[src/rtl/homogenization_seq.sv]
// homogenization_seq: sequential IPM-RED homogenization stage.
// Folds the delta chain over GF(2^8) using MULS gmul8 lanes per cycle and
// presents the homogenized vector c behind a valid/ready handshake.
// Optional build macro: HOMOG_CLEAR_EN (clear operands, delta and c on the
// output handshake so no share values linger in the registers).
//
// state | meaning
// IDLE  | waiting for an operand set, in_ready high
// RUN   | folding up to MULS delta terms per cycle
// DONE  | c valid, holding until out_ready

module gmul8 (
    input  logic [7:0] x,
    input  logic [7:0] y,
    output logic [7:0] p
);
    logic [7:0] xs;

    // Shift-and-add multiply, reducing by the AES polynomial 0x11B.
    always_comb begin
        p  = '0;
        xs = x;
        for (int i = 0; i < 8; i++) begin
            if (y[i]) p = p ^ xs;
            xs = {xs[6:0], 1'b0} ^ (xs[7] ? 8'h1B : 8'h00);
        end
    end
endmodule

module homogenization_seq #(
    parameter int V    = 3,
    parameter int MULS = 1
) (
    input  logic               clk,
    input  logic               rst_n,
    input  logic               in_valid,
    output logic               in_ready,
    input  logic [V*8-1:0]     l2,
    input  logic [(V-1)*8-1:0] a,
    input  logic [(V-1)*8-1:0] b,
    output logic               out_valid,
    input  logic               out_ready,
    output logic [V*8-1:0]     c,
    output logic               busy
);
    localparam int NT   = V - 2;
    localparam int M    = (NT < 1) ? 1 : (MULS < 1) ? 1 : (MULS > NT) ? NT : MULS;
    localparam int ITER = (NT == 0) ? 0 : (NT + M - 1) / M;
    localparam int IW   = $clog2(ITER + 2);
    localparam int JW   = $clog2(V + M + 1);

    typedef enum logic [1:0] {IDLE, RUN, DONE} state_t;

    state_t               state_q, state_d;
    logic [V*8-1:0]       l2_q;
    logic [(V-1)*8-1:0]   a_q, b_q;
    logic [7:0]           delta_q, delta_fold;
    logic [JW-1:0]        j_q;
    logic [IW-1:0]        iter_q;
    logic [V*8-1:0]       c_q;
    logic [7:0]           opx [M];
    logic [7:0]           opy [M];
    logic [7:0]           prod [M];
    logic                 unused_regs;

    // Byte 0 of l2/b and, for V=2, the whole index path never reach a lane.
    assign unused_regs = ^{l2_q[15:0], b_q[7:0], a_q, j_q};

    function automatic logic [V*8-1:0] map_c(input logic [(V-1)*8-1:0] av,
                                             input logic [7:0] d);
        logic [V*8-1:0] r;
        r        = '0;
        r[7:0]   = av[7:0];
        r[15:8]  = d;
        for (int j = 1; j <= NT; j++) r[8*(j+1) +: 8] = av[8*j +: 8];
        return r;
    endfunction

    // State register.
    always_ff @(posedge clk or negedge rst_n) begin
        if (!rst_n) state_q <= IDLE;
        else        state_q <= state_d;
    end

    // Next-state and handshake outputs.
    always_comb begin
        state_d   = state_q;
        in_ready  = 1'b0;
        out_valid = 1'b0;
        busy      = 1'b1;
        case (state_q)
            IDLE: begin
                in_ready = 1'b1;
                busy     = 1'b0;
                if (in_valid) state_d = (ITER == 0) ? DONE : RUN;
            end
            RUN: begin
                if (iter_q == IW'(1)) state_d = DONE;
            end
            DONE: begin
                out_valid = 1'b1;
                if (out_ready) state_d = IDLE;
            end
            default: state_d = IDLE;
        endcase
    end

    // Lane operand select: lane m handles term j_q+m; lanes past V-2 see zero.
    always_comb begin
        for (int m = 0; m < M; m++) begin
            opx[m] = '0;
            opy[m] = '0;
            for (int k = 1; k <= NT; k++) begin
                if (int'(j_q) + m == k) begin
                    opx[m] = l2_q[8*(k+1) +: 8];
                    opy[m] = a_q[8*k +: 8] ^ b_q[8*k +: 8];
                end
            end
        end
    end

    for (genvar g = 0; g < M; g++) begin : g_lane
        gmul8 u_gmul8 (.x(opx[g]), .y(opy[g]), .p(prod[g]));
    end

    // XOR the lane products into the running delta.
    always_comb begin
        delta_fold = delta_q;
        for (int m = 0; m < M; m++) delta_fold = delta_fold ^ prod[m];
    end

    // Operand capture, delta iteration and output register.
    always_ff @(posedge clk or negedge rst_n) begin
        if (!rst_n) begin
            l2_q    <= '0;
            a_q     <= '0;
            b_q     <= '0;
            delta_q <= '0;
            j_q     <= '0;
            iter_q  <= '0;
            c_q     <= '0;
        end else begin
            case (state_q)
                IDLE: begin
                    if (in_valid) begin
                        l2_q    <= l2;
                        a_q     <= a;
                        b_q     <= b;
                        delta_q <= b[7:0];
                        j_q     <= JW'(1);
                        iter_q  <= IW'(ITER);
                        if (ITER == 0) c_q <= map_c(a, b[7:0]);
                    end
                end
                RUN: begin
                    delta_q <= delta_fold;
                    j_q     <= j_q + JW'(M);
                    iter_q  <= iter_q - IW'(1);
                    if (iter_q == IW'(1)) c_q <= map_c(a_q, delta_fold);
                end
                DONE: begin
`ifdef HOMOG_CLEAR_EN
                    if (out_ready) begin
                        l2_q    <= '0;
                        a_q     <= '0;
                        b_q     <= '0;
                        delta_q <= '0;
                        c_q     <= '0;
                    end
`else
                    c_q <= c_q;
`endif
                end
                default: ;
            endcase
        end
    end

    assign c = c_q;

endmodule

[config.mk]
export PLATFORM = sky130hd
export DESIGN_NAME = homogenization_seq
export DESIGN_NICKNAME = d
export VERILOG_FILES = /design/src/rtl/homogenization_seq.sv
export SDC_FILE = /design/constraint.sdc
export NUM_CORES = 1
export LEC_CHECK = 0
export CAP_MARGIN = 20
export CORE_UTILIZATION = 52
export CTS_CLUSTER_DIAMETER = 80
export DETAILED_ROUTE_END_ITERATION = 12
export PLACE_DENSITY = 0.81
export SYNTH_ARGS = -nofsm -noshare
export SYNTH_HDL_FRONTEND = slang
export SYNTH_SLANG_ARGS = --single-unit
[constraint.sdc]
create_clock -name clk -period 2.76 [get_ports clk]
set_input_delay 0.552 -clock clk [delete_from_list [all_inputs] [get_ports clk]]
set_output_delay 0.552 -clock clk [all_outputs]
set_load 0.005 [all_outputs]
==> results.txt <==
- Setup total negative slack: 0 ns
* Stages on the worst setup path: 7
- The worst setup path is of the reg -> reg kind.
- Cell area after placement: 5070 sq um
- Width of the chip: 92.1 um
- Max-cap violations in this run came to 0.
- In the synthesized netlist, the cells that appear most often are nand2_1, dfrtp_1, xnor2_1.
* Initial cell density of the core: 0.541
- Per-cell routed wire length: 15.1 um
* Worst path max stage delay: 0.52 ns
* Cell area after technology mapping: 4220 sq um
* Crit share post-route: 0.869
- The later pin in the worst-skew pair is clocked with a latency of 0.35 ns.
- Sequential area share after synthesis: 0.421
- Setup repair after global routing left no endpoint under its margin.
- Arrival time of the worst setup path: 2.62 ns
- Period minus WS final: 2.40 ns
- Relative to the synthesized area, the layout overhead comes to 25.5%.
- The floorplan step defined a core boundary enclosing 7810 sq um.
* Worst VDD drop: 0.000729 V
- The total count of hold-check failures in the final report came to 0.
* Count of clock tree sinks: 71
* Most Frequent Cell on Critical Path: xnor2_1
* All-layer global routing usage: 0.250
- Total of fill cells in the finished design: 626
* Proportion of synthesized flip-flops having asynchronous set or reset: 1.00
* Family of cells with the greatest summed delay on the critical path: XOR/XNOR gates
- Cell breakdown of the critical path: xnor3_1 > nor3_2 > xnor2_1 > xnor2_1 > xnor3_1 > xnor2_1 > o21ai_1
* Chip height: 92.1 um
- Summing over every cut layer, the via total after detailed routing is 3379.
- Leading cell types by total area after synthesis: dfrtp_1, xnor2_1, nand2_1
- Of the post-synthesis cell area, the dominant cell type holds 0.421.
* H-tree lvl count: 3
- The multi-input combinational cells in the finished layout cover a total of 2310 sq um.
* Cell type with the largest total area after synthesis: dfrtp_1
- In the post-synthesis netlist, the cell with the most instances is nand2_1.
- For the pin with the worst max-slew slack, the measured transition is 0.749 ns.
- Synthesis produced a netlist with a net count of 537.
- Site Rows: 32
* Via count normalized by instance count: 5.20
- Number of flops mapped to enable cells by yosys: 0
- Yosys mapped the design onto 31 distinct sky130hd cell types.
- After clock tree synthesis, the setup repair step added 0 buffers.
* Hpwl dp: 6.89 mm
* Antenna diodes: 0
- Share of layout cells above drive strength 1: 0.0894
* Initial antenna violation count: 0
- Port buffer count: 70
- 87 I/O pins were placed.
* Root Buffer: clkbuf_8
- CP Launch Type: flip-flop
* Library cell contributing the largest single delay on the critical path: dfrtp_1
- Clock buffer count from CTS: 9
- After detailed routing, the total wire length is 9.79 mm.
* Worst endpoint required time: 2.99 ns
- Number of warnings issued by yosys: 0
* GR Overflow Total: 0
- The first global-routing pass estimated 16.5 mm of wire.
- In this run the tightest slew margin relative to its limit is 0.499.
- Gate count of the mapped netlist: 474
- Total power per unit cell area: 1580 nW/um^2
- Count of buffer and inverter cells on the critical path: 0
- In the final layout, flip-flops and latches occupy 1780 sq um.
- Clock Tree Buf Depth: 2
* # nets final: 606
- The detailed router finished its first iteration with 297 violations.
- Post-route DRC violation count: 0
- Register clock-pin slew on the reported worst setup and hold paths: 0.09 ns
- TritonCTS built the clock tree.
- Pins Over Slew Limit: 0
* Synthesized area per cell: 8.90 sq um
* Final Setup Violations: 0
- Number of gates given a new drive strength after cts: 0
- The setup check on the worst reg-to-reg path leaves a slack of 0.36 ns.
* Number of register bits inferred by synthesis: 71
- Entering global routing, the biggest net connects 72 pins.
- Worst Clk Skew: 0.0138 ns
- Once detail routing completed, the nets flagged for antenna violations numbered 0.
- Max Fclk: 417 MHz
- Leakage: 2.34 nW
- R2R cell count: 7
- DIE AREA: 8480 sq um
* Type of the worst min-delay path: in -> async
- The first detailed-routing pass took 4 iterations.
* Final instance area: 5300 sq um
- Number of hold buffers added after cts: 0
- Of all nets on the critical path, the largest fanout is 6.
- The number of global-route vias before repair was 3478.
- Placer Congestion: 0.902
* Status: finished clean
* Top flip-flop cell by instance count after synthesis: dfrtp_1
* Worst Setup End Kind: flip-flop
## logic make-up after synthesis
group,share of synthesized area
adder cells (fa/ha/maj),0.00890
XOR/XNOR,0.223
AO/OA/AOI/OAI,0.0371
flip-flops,0.421
buffers and inverters,0.0320
AND/OR/NAND/NOR,0.229
multiplexers,0.0498
## sequential cells by signal (all words and copies together), names as in the netlist
name     flops
b_q          8
iter_q       2
state_q      2
a_q         16
j_q          3
delta_q      8
l2_q         8
c           24
## cells in the final DEF, fill, tap and decap left out, drive strengths merged
cell type and n:
xnor3 5, xor2 23, mux2 16, mux2i 3, a31oi 1, dfrtp 71
and4 1, bufinv 2, clkdlybuf4s50 69, and3 7, nor2b 5, o22ai 2
a21oi 12, ha 3, clkinvlp 1, nand3 10, buf 16, and2 3
nor2 25, nor3b 3, xnor2 66, nor3 24, o21ai 14, xor3 2
clkbuf 10, nand2b 6, o31ai 1, clkinv 2, nand2 140, inv 5
## per-layer routing
layer	up-vias	part of all wire	GRT usage
met5	-	0	0
met4	0	0.025	0.0964
met3	18	0.063	0.0556
met2	114	0.48	0.404
met1	1593	0.43	0.328
li1	1654	-	-
## worst paths after layout
check / start / to
max: l2_q[23] / c[12]
min reg2reg: a_q[4] / a_q[4]
min: rst_n / c[5]
max reg2reg: l2_q[23] / c[12]
max in group asynchronous: rst_n / b_q[15]
min in group clk: a_q[4] / a_q[4]
## area by class of cell
type,instances,share of cell area
multi-input combinational,372,0.436
sequential,71,0.336
timing repair buffer,85,0.160
clock buffer,10,0.0241
tap,102,0.0241
clock inverter,6,0.0177
inverter,4,0.00284
## through the flow
stage	worst slack [ns]	utilization	total power, W	cells	hold slack (ns)
5_1_grt	0.112	0.678	0.00900	650	0.240
2_1_floorplan	0.557	-	0.00590	474	0.256
6_report	0.362	0.678	0.00836	650	0.224
3_3_place_gp	0.443	0.650	0.00727	634	0.453
3_5_place_dp	0.397	0.650	0.00743	634	0.463
4_1_cts	0.363	0.678	0.00841	650	0.233
## power breakdown
group / leakage (nW) / switching (W) / internal [W]
registers: 0.872 / 0.000459 / 0.00156
logic: 1.36 / 0.00272 / 0.00269
clock network: 0.107 / 0.000423 / 0.000516
total: 2.34 / 0.00360 / 0.00476
(Power assumes the default switching activity.)
